## config.mk

```make
export PLATFORM = sky130hd
export DESIGN_NAME = operand_fetch
export DESIGN_NICKNAME = d
export VERILOG_FILES = /design/src/rtl/operand_fetch_pkg.sv /design/src/rtl/operand_fetch_reg_file.sv /design/src/rtl/operand_fetch.sv
export SDC_FILE = /design/constraint.sdc
export NUM_CORES = 2
export LEC_CHECK = 0
export CAP_MARGIN = 20
export CORE_MARGIN = 2
export CORE_UTILIZATION = 45
export DETAILED_ROUTE_END_ITERATION = 12
export GPL_ROUTABILITY_DRIVEN = 0
export HOLD_SLACK_MARGIN = 0.1
export MAX_ROUTING_LAYER = met4
export SKIP_CTS_REPAIR_TIMING = 1
export SYNTH_ARGS = -nofsm -noshare
export SYNTH_HDL_FRONTEND = slang
export SYNTH_SLANG_ARGS = --single-unit
```

## constraint.sdc

```tcl
create_clock -name clk -period 6.1 [get_ports clk]
set_input_delay 0.61 -clock clk [delete_from_list [all_inputs] [get_ports clk]]
set_output_delay 0.61 -clock clk [all_outputs]
set_load 0.02 [all_outputs]
```

## src/rtl/operand_fetch_pkg.sv

```systemverilog
// rtl/operand_fetch_pkg.sv - shared widths and ALU opcodes for the operand fetch stage
package operand_fetch_pkg;

   localparam int OF_DATA_WIDTH  = 32;
   localparam int OF_ADDR_WIDTH  = 5;
   localparam int OF_IMM_WIDTH   = 16;
   localparam int OF_ALUOP_WIDTH = 3;

   typedef enum logic [OF_ALUOP_WIDTH-1:0] {
      ALU_AND = 3'b000,
      ALU_OR  = 3'b001,
      ALU_ADD = 3'b010,
      ALU_SUB = 3'b110,
      ALU_SLT = 3'b111
   } aluop_e;

endpackage

```

## src/rtl/operand_fetch_reg_file.sv

```systemverilog
// rtl/operand_fetch_reg_file.sv - GPR file, r0 hardwired to zero, combinational reads
// Optional REGFILE_BYPASS_EN: same-cycle writeback is forwarded to the read ports.
module reg_file
   import operand_fetch_pkg::*;
#(
   parameter int DATA_WIDTH = OF_DATA_WIDTH,
   parameter int ADDR_WIDTH = OF_ADDR_WIDTH
) (
   input  logic                  clk,
   input  logic                  rst,
   input  logic [ADDR_WIDTH-1:0] raddr1,
   input  logic [ADDR_WIDTH-1:0] raddr2,
   output logic [DATA_WIDTH-1:0] rdata1,
   output logic [DATA_WIDTH-1:0] rdata2,
   input  logic                  wen,
   input  logic [ADDR_WIDTH-1:0] waddr,
   input  logic [DATA_WIDTH-1:0] wdata
);

   localparam int NUM_REGS = 1 << ADDR_WIDTH;

   logic [DATA_WIDTH-1:0] regs [0:NUM_REGS-1];

   always_ff @(posedge clk) begin
      if (rst) begin
         for (int i = 0; i < NUM_REGS; i++) begin
            regs[i] <= '0;
         end
      end else if (wen && (waddr != '0)) begin
         regs[waddr] <= wdata;
      end
   end

   always_comb begin
      rdata1 = '0;
      rdata2 = '0;
      if (raddr1 != '0) begin
         rdata1 = regs[raddr1];
`ifdef REGFILE_BYPASS_EN
         if (wen && (waddr == raddr1)) rdata1 = wdata;
`endif
      end
      if (raddr2 != '0) begin
         rdata2 = regs[raddr2];
`ifdef REGFILE_BYPASS_EN
         if (wen && (waddr == raddr2)) rdata2 = wdata;
`endif
      end
   end

endmodule

```

## src/rtl/operand_fetch.sv

```systemverilog
// rtl/operand_fetch.sv - decode-to-execute stage: GPR read, operand B select, output register
// Optional REGFILE_BYPASS_EN (in reg_file) forwards same-cycle writebacks to rs/rt reads.
module operand_fetch
   import operand_fetch_pkg::*;
#(
   parameter int DATA_WIDTH = OF_DATA_WIDTH,
   parameter int ADDR_WIDTH = OF_ADDR_WIDTH
) (
   input  logic                      clk,
   input  logic                      rst,
   input  logic                      in_valid,
   output logic                      in_ready,
   input  logic [ADDR_WIDTH-1:0]     in_rs,
   input  logic [ADDR_WIDTH-1:0]     in_rt,
   input  logic [OF_IMM_WIDTH-1:0]   in_imm,
   input  logic                      in_use_imm,
   input  logic                      in_sign_ext,
   input  logic [OF_ALUOP_WIDTH-1:0] in_aluop,
   input  logic [ADDR_WIDTH-1:0]     in_rd,
   input  logic                      wb_wen,
   input  logic [ADDR_WIDTH-1:0]     wb_waddr,
   input  logic [DATA_WIDTH-1:0]     wb_wdata,
   output logic                      out_valid,
   input  logic                      out_ready,
   output logic [DATA_WIDTH-1:0]     out_A,
   output logic [DATA_WIDTH-1:0]     out_B,
   output logic [OF_ALUOP_WIDTH-1:0] out_ALUop,
   output logic [ADDR_WIDTH-1:0]     out_rd
);

   logic                  accept;
   logic [DATA_WIDTH-1:0] rs_data;
   logic [DATA_WIDTH-1:0] rt_data;
   logic [DATA_WIDTH-1:0] imm_ext;
   logic [DATA_WIDTH-1:0] operand_b;

   reg_file #(
      .DATA_WIDTH (DATA_WIDTH),
      .ADDR_WIDTH (ADDR_WIDTH)
   ) u_reg_file (
      .clk    (clk),
      .rst    (rst),
      .raddr1 (in_rs),
      .raddr2 (in_rt),
      .rdata1 (rs_data),
      .rdata2 (rt_data),
      .wen    (wb_wen),
      .waddr  (wb_waddr),
      .wdata  (wb_wdata)
   );

   assign in_ready = !out_valid || out_ready;
   assign accept   = in_valid && in_ready;

   always_comb begin
      imm_ext = {{(DATA_WIDTH-OF_IMM_WIDTH){1'b0}}, in_imm};
      if (in_sign_ext) begin
         imm_ext = {{(DATA_WIDTH-OF_IMM_WIDTH){in_imm[OF_IMM_WIDTH-1]}}, in_imm};
      end
   end

   assign operand_b = in_use_imm ? imm_ext : rt_data;

   // A stalled entry keeps its captured operands; later writebacks do not refresh it.
   always_ff @(posedge clk) begin
      if (rst) begin
         out_valid <= 1'b0;
         out_A     <= '0;
         out_B     <= '0;
         out_ALUop <= '0;
         out_rd    <= '0;
      end else if (accept) begin
         out_valid <= 1'b1;
         out_A     <= rs_data;
         out_B     <= operand_b;
         out_ALUop <= in_aluop;
         out_rd    <= in_rd;
      end else if (out_ready) begin
         out_valid <= 1'b0;
      end
   end

endmodule

```

# --- Yosys cells after proc, flatten, opt, wreduce, memory -nomap -nowiden ---
# Memory sizes are Yosys's and may differ from the RTL's.
# Cells that the tools add are included.
classes:
  n_shift: 0
  n_eq_ne: 0
  mux: 14
  n_addsub: 0
  n_reduce_logical: 9
  order_cmp: 0
  n_div: 0
  n_bitwise: 0
  multipliers: 0
ops:
  columns: ["op", "n"]
  rows:
  - ["two-way mux 32 bit", 5]
  - ["OR reduction 32 bit", 1]
  - ["nonzero test 5 bit", 3]
  - ["two-way mux 1 bit", 8]
  - ["two-way mux 5 bit", 1]
  - ["logical AND 1 bit", 2]
  - ["nonzero test 2 bit", 1]
  - ["logical NOT 1 bit", 1]
  - ["logical OR 1 bit", 1]
totals:
  output_inout_bits: 74
  romBits: 0
  reg_bits: 73
  latchBits: 0
  n_memories: 1
  mem_bits_rw: 1024
mem_list:
  columns: ["name", "words", "word_bits", "rd", "rd_clocked_by_memory_dff", "write_ports", "line_no", "text"]
  rows:
  - ["u_reg_file.regs", 32, 32, 2, 0, 32, "operand_fetch_reg_file.sv:22", "logic [DATA_WIDTH-1:0] regs [0:NUM_REGS-1];"]

# --- Depth between registers and ports, before layout ---
depth:
  ltp_word: 7
  mapped_depth: 10
  ltp_nobuf: 5

# --- Modules after synthesis ---
# Synthesis repeated with hierarchy kept, for this count alone.
unflattened:
  hier_cells: 3835
  hier_area_um2: 57189.8
modules_own_cells:
  columns: ["module", "seq_area_each_um2", "cells_per_inst", "area_each_um2", "n_inst"]
  rows:
  - ["reg_file", 30749.5, 3502, 54232.0, 1]
  - ["operand_fetch", 1461.4, 333, 2957.8, 1]

# --- Worst setup path before layout ---
# No wires, ideal clock.
synth_path:
  path_type: "input port to flip-flop"
  startpoint: "in rst"
  endpoint: "mem u_reg_file.regs[12][0] in the netlist's numbering, enable pin"
  path_slack_ns: 3.643
  required_time_ns: 5.725
  arrival_time_ns: 2.082
  setup_ns: 0.375
  path_stages: 6
  cell_sequence: "clkbuf_1 -> nand2b_1 -> or3_1 -> clkbuf_1 -> nor2_1 -> or2_2"
synth_lines:
  columns: ["item", "line_no", "text"]
  rows:
  - ["from (decl)", "operand_fetch.sv:10", "input logic rst,"]
  - ["to (decl)", "operand_fetch_reg_file.sv:22", null]

# --- Worst setup path after layout ---
layout_path:
  startpoint: "in in_use_imm"
  endpoint: "reg out_B[21]"
layout_between:
  elab_chain_cells: 1
layout_lines:
  columns: ["item", "line_no", "text"]
  rows:
  - ["from (decl)", "operand_fetch.sv:16", "input logic in_use_imm,"]
  - ["two-way mux 32 bit", "operand_fetch.sv:62", "assign operand_b = in_use_imm ? imm_ext : rt_data;"]
  - ["to (signal assigned)", "operand_fetch.sv:75", "out_B <= operand_b;"]
  - ["to (decl)", "operand_fetch.sv:26", "output logic [DATA_WIDTH-1:0] out_B,"]
# No other way between the ends.
# A chain may end at the register's enable or synchronous reset.

==> impl_metrics.yaml <==
status:
  status: "completed"
flow_run:
  maxCapViolCount: 0
drt:
  first_pass_iters: 6
  detail_route.vias_per_cell: 6.51
  first_iter_violations: 5698
  drc: 0
  wire_per_inst_um: 35.6
  drtAntennaViolNets: 0
  wl_mm: 209
  vias: 38100
synthesis:
  syn_inst: 4056
  yosysTopAreaCell: "edfxtp_1"
  yosys_warnings: 0
  postSynthAreaPerCell_sq_um: 14.1
  ys_seq_area_frac: 0.564
  synth.most_common_cell: "edfxtp_1"
  yosys-top-cells-area: "edfxtp_1, mux4_2, and2_1, mux2i_1, dfxtp_1"
  synth-edff-count: 1024
  yosysUniqueCellTypes: 44
  async_flop_share: 0
  synth_top_area_frac: 0.538
  mappedNetlistArea_sq_um: 57100
  ys_ff_latch: 1097
  yosys-top-cells-count: "edfxtp_1, and2_1, mux4_2"
  ys.flop_type: "edfxtp_1"
place:
  hpwlAfterDp_mm: 130
  port_buffers: 151
layout:
  nNetsFinal: 4171
  drive_above_1_share: 0.204
  fillCellCount: 10400
  area_growth_pct: 13.1
clock_tree:
  ctsLongestPathBuffers: 3
  clock-root-buffer: "clkbuf_16"
  clk_latency_ps: 750
  cts_made_buffers: 120
  cts_tree: "done"
  clk_pin_slew_ps: 60
  cts.htree.levels: 3
  clock_sinks: 1097
grt:
  grt_pass1_vias: 37200
  grt_start_max_net_pins: 89
  overflow: 0
  grt_pass1_wl_mm: 291
  grt_usage: 0.328
  antenna_found_initial: 12
critical_path:
  slowest_delay_ps: 1170
  path_class: "input pin to flop"
  cp_common_cell: "nand2b_1"
  slowest_stage: "nor4_1"
  cp-end-kind: "flop"
  path_delay_family: "simple AND/OR/NAND/NOR gates"
  worstSetupStartpoint: "in_use_imm"
  start_kind: "input pin"
  crit_buf_inv: 1
  worstPathRequired_ps: 6760
  r2r_start: "out_valid"
  path_cells: "clkdlybuf4s50_1 -> nand2b_1 -> nand2b_1 -> nor4_1 -> nor2_1 -> a311oi_1"
  cp.arrival_ps: 4700
  worst-path-max-fanout: 19
die:
  initial_utilization: 0.454
  pin_count: 152
  num_rows: 130
  die_y_um: 360
  core_area_sq_um: 126000
  dieArea_sq_um: 130000
  die_w_um: 360
hold_path:
  hold_class: "input pin to flop"
  min-delay-start: "in_rd[1]"
timing:
  setup_violations: 0
  rsz0062_at_grt: "no"
  fin_worst_skew_ps: 25.2
  period_needed_ps: 4040
  finalHoldViolCount: 0
  final.setup.tns_ps: 0
  fmax_mhz: 248
  holdWs_ps: 418
  worst_pin_slew_ps: 1250
  fin_crit_sh: 0.662
  maxSlewViolCount: 0
  slew_headroom: 0.147
pwr:
  p_leak_nw: 22.5
  power_density_nw_per_um2: 291
  vdd_drop_max_v: 0.000266
[metal layers]
layer  part of all wire  vias up  global-route usage
met3               0.10      519              0.0679
met5                  0        -                   -
met4              0.059        0               0.162
li1                   -    15500                   -
met1               0.39    19600               0.434
met2               0.45     2518               0.483
[cells in the final DEF, fill, tap and decap left out, drive strengths merged, types with 89 or more instances in the layout]
master            n
mux2i           255
nor2             93
a21oi            89
mux4            371
clkdlybuf4s50   137
buf             172
and2            994
nand2           129
clkbuf          160
edfxtp         1024
[final timing paths]
| check | endpoint | slack [ps] | cells after the start |
|---|---|---|---|
| setup / recovery | out_B[21] | 2060 | 6 |
| hold / removal | out_rd[1] | 420 | 3 |
| hold reg to reg | out_A[11] | 450 | 2 |
| setup reg to reg | out_B[30] | 3240 | 5 |
[kinds of logic (layout without fill, tap and decap cells)]
logic type	count (synthesis)	after routing	synth area share
AO/OA/AOI/OAI	437	437	0.0556
buffers and inverters	431	544	0.0338
flip-flops	1097	1097	0.564
multiplexers	685	685	0.203
other	1	40	0.0000657
AND/OR/NAND/NOR	1405	1405	0.144
[layout make-up]
cell class | instances | area (sq um) | share of cell area
Antenna cell | 8 | 20.0 | 0.000310
Sequential cell | 1097 | 32200 | 0.498
Timing Repair Buffer | 311 | 3030 | 0.0469
Clock inverter | 71 | 781 | 0.0121
Inverter | 4 | 15.0 | 0.000232
Clock buffer | 158 | 3250 | 0.0503
Tap cell | 1650 | 2060 | 0.0320
Multi-Input combinational cell | 2559 | 23200 | 0.360
[report_power, final]
| group | internal (W) | switching (W) | total [W] |
|---|---|---|---|
| Combinational | 0.000888 | 0.00139 | 0.00228 |
| Sequential | 0.00866 | 0.000286 | 0.00894 |
| Clock | 0.00438 | 0.00319 | 0.00757 |
[registers in the layout, indices dropped and copies added (netlist names)]
signal and cells:
out_A 32, out_ALUop 3, out_B 32, out_rd 5, out_valid 1, u_reg_file.regs 1024
[worst reg2reg max path: stages (launching register included)]
cell	delay (ps)
dfxtp_1	310
nand2b_1	410
and2_2	510
nand2_1	650
nor4_1	760
nor3_1	110
[stage by stage]
step                 util  setup WS, ps  power [W]  std cells  instance area, sq um
global route        0.514          2210     0.0192       5854                 64600
CTS                 0.513          2170     0.0188       5844                 64500
finish              0.514          2060     0.0188       5858                 64600
floorplan               -          3640     0.0103       4087                 57200
detailed placement  0.481          1420     0.0113       5615                 60400
global placement    0.478          1090     0.0113       5597                 60200
No activity file was read; power rests on OpenSTA's default activity.
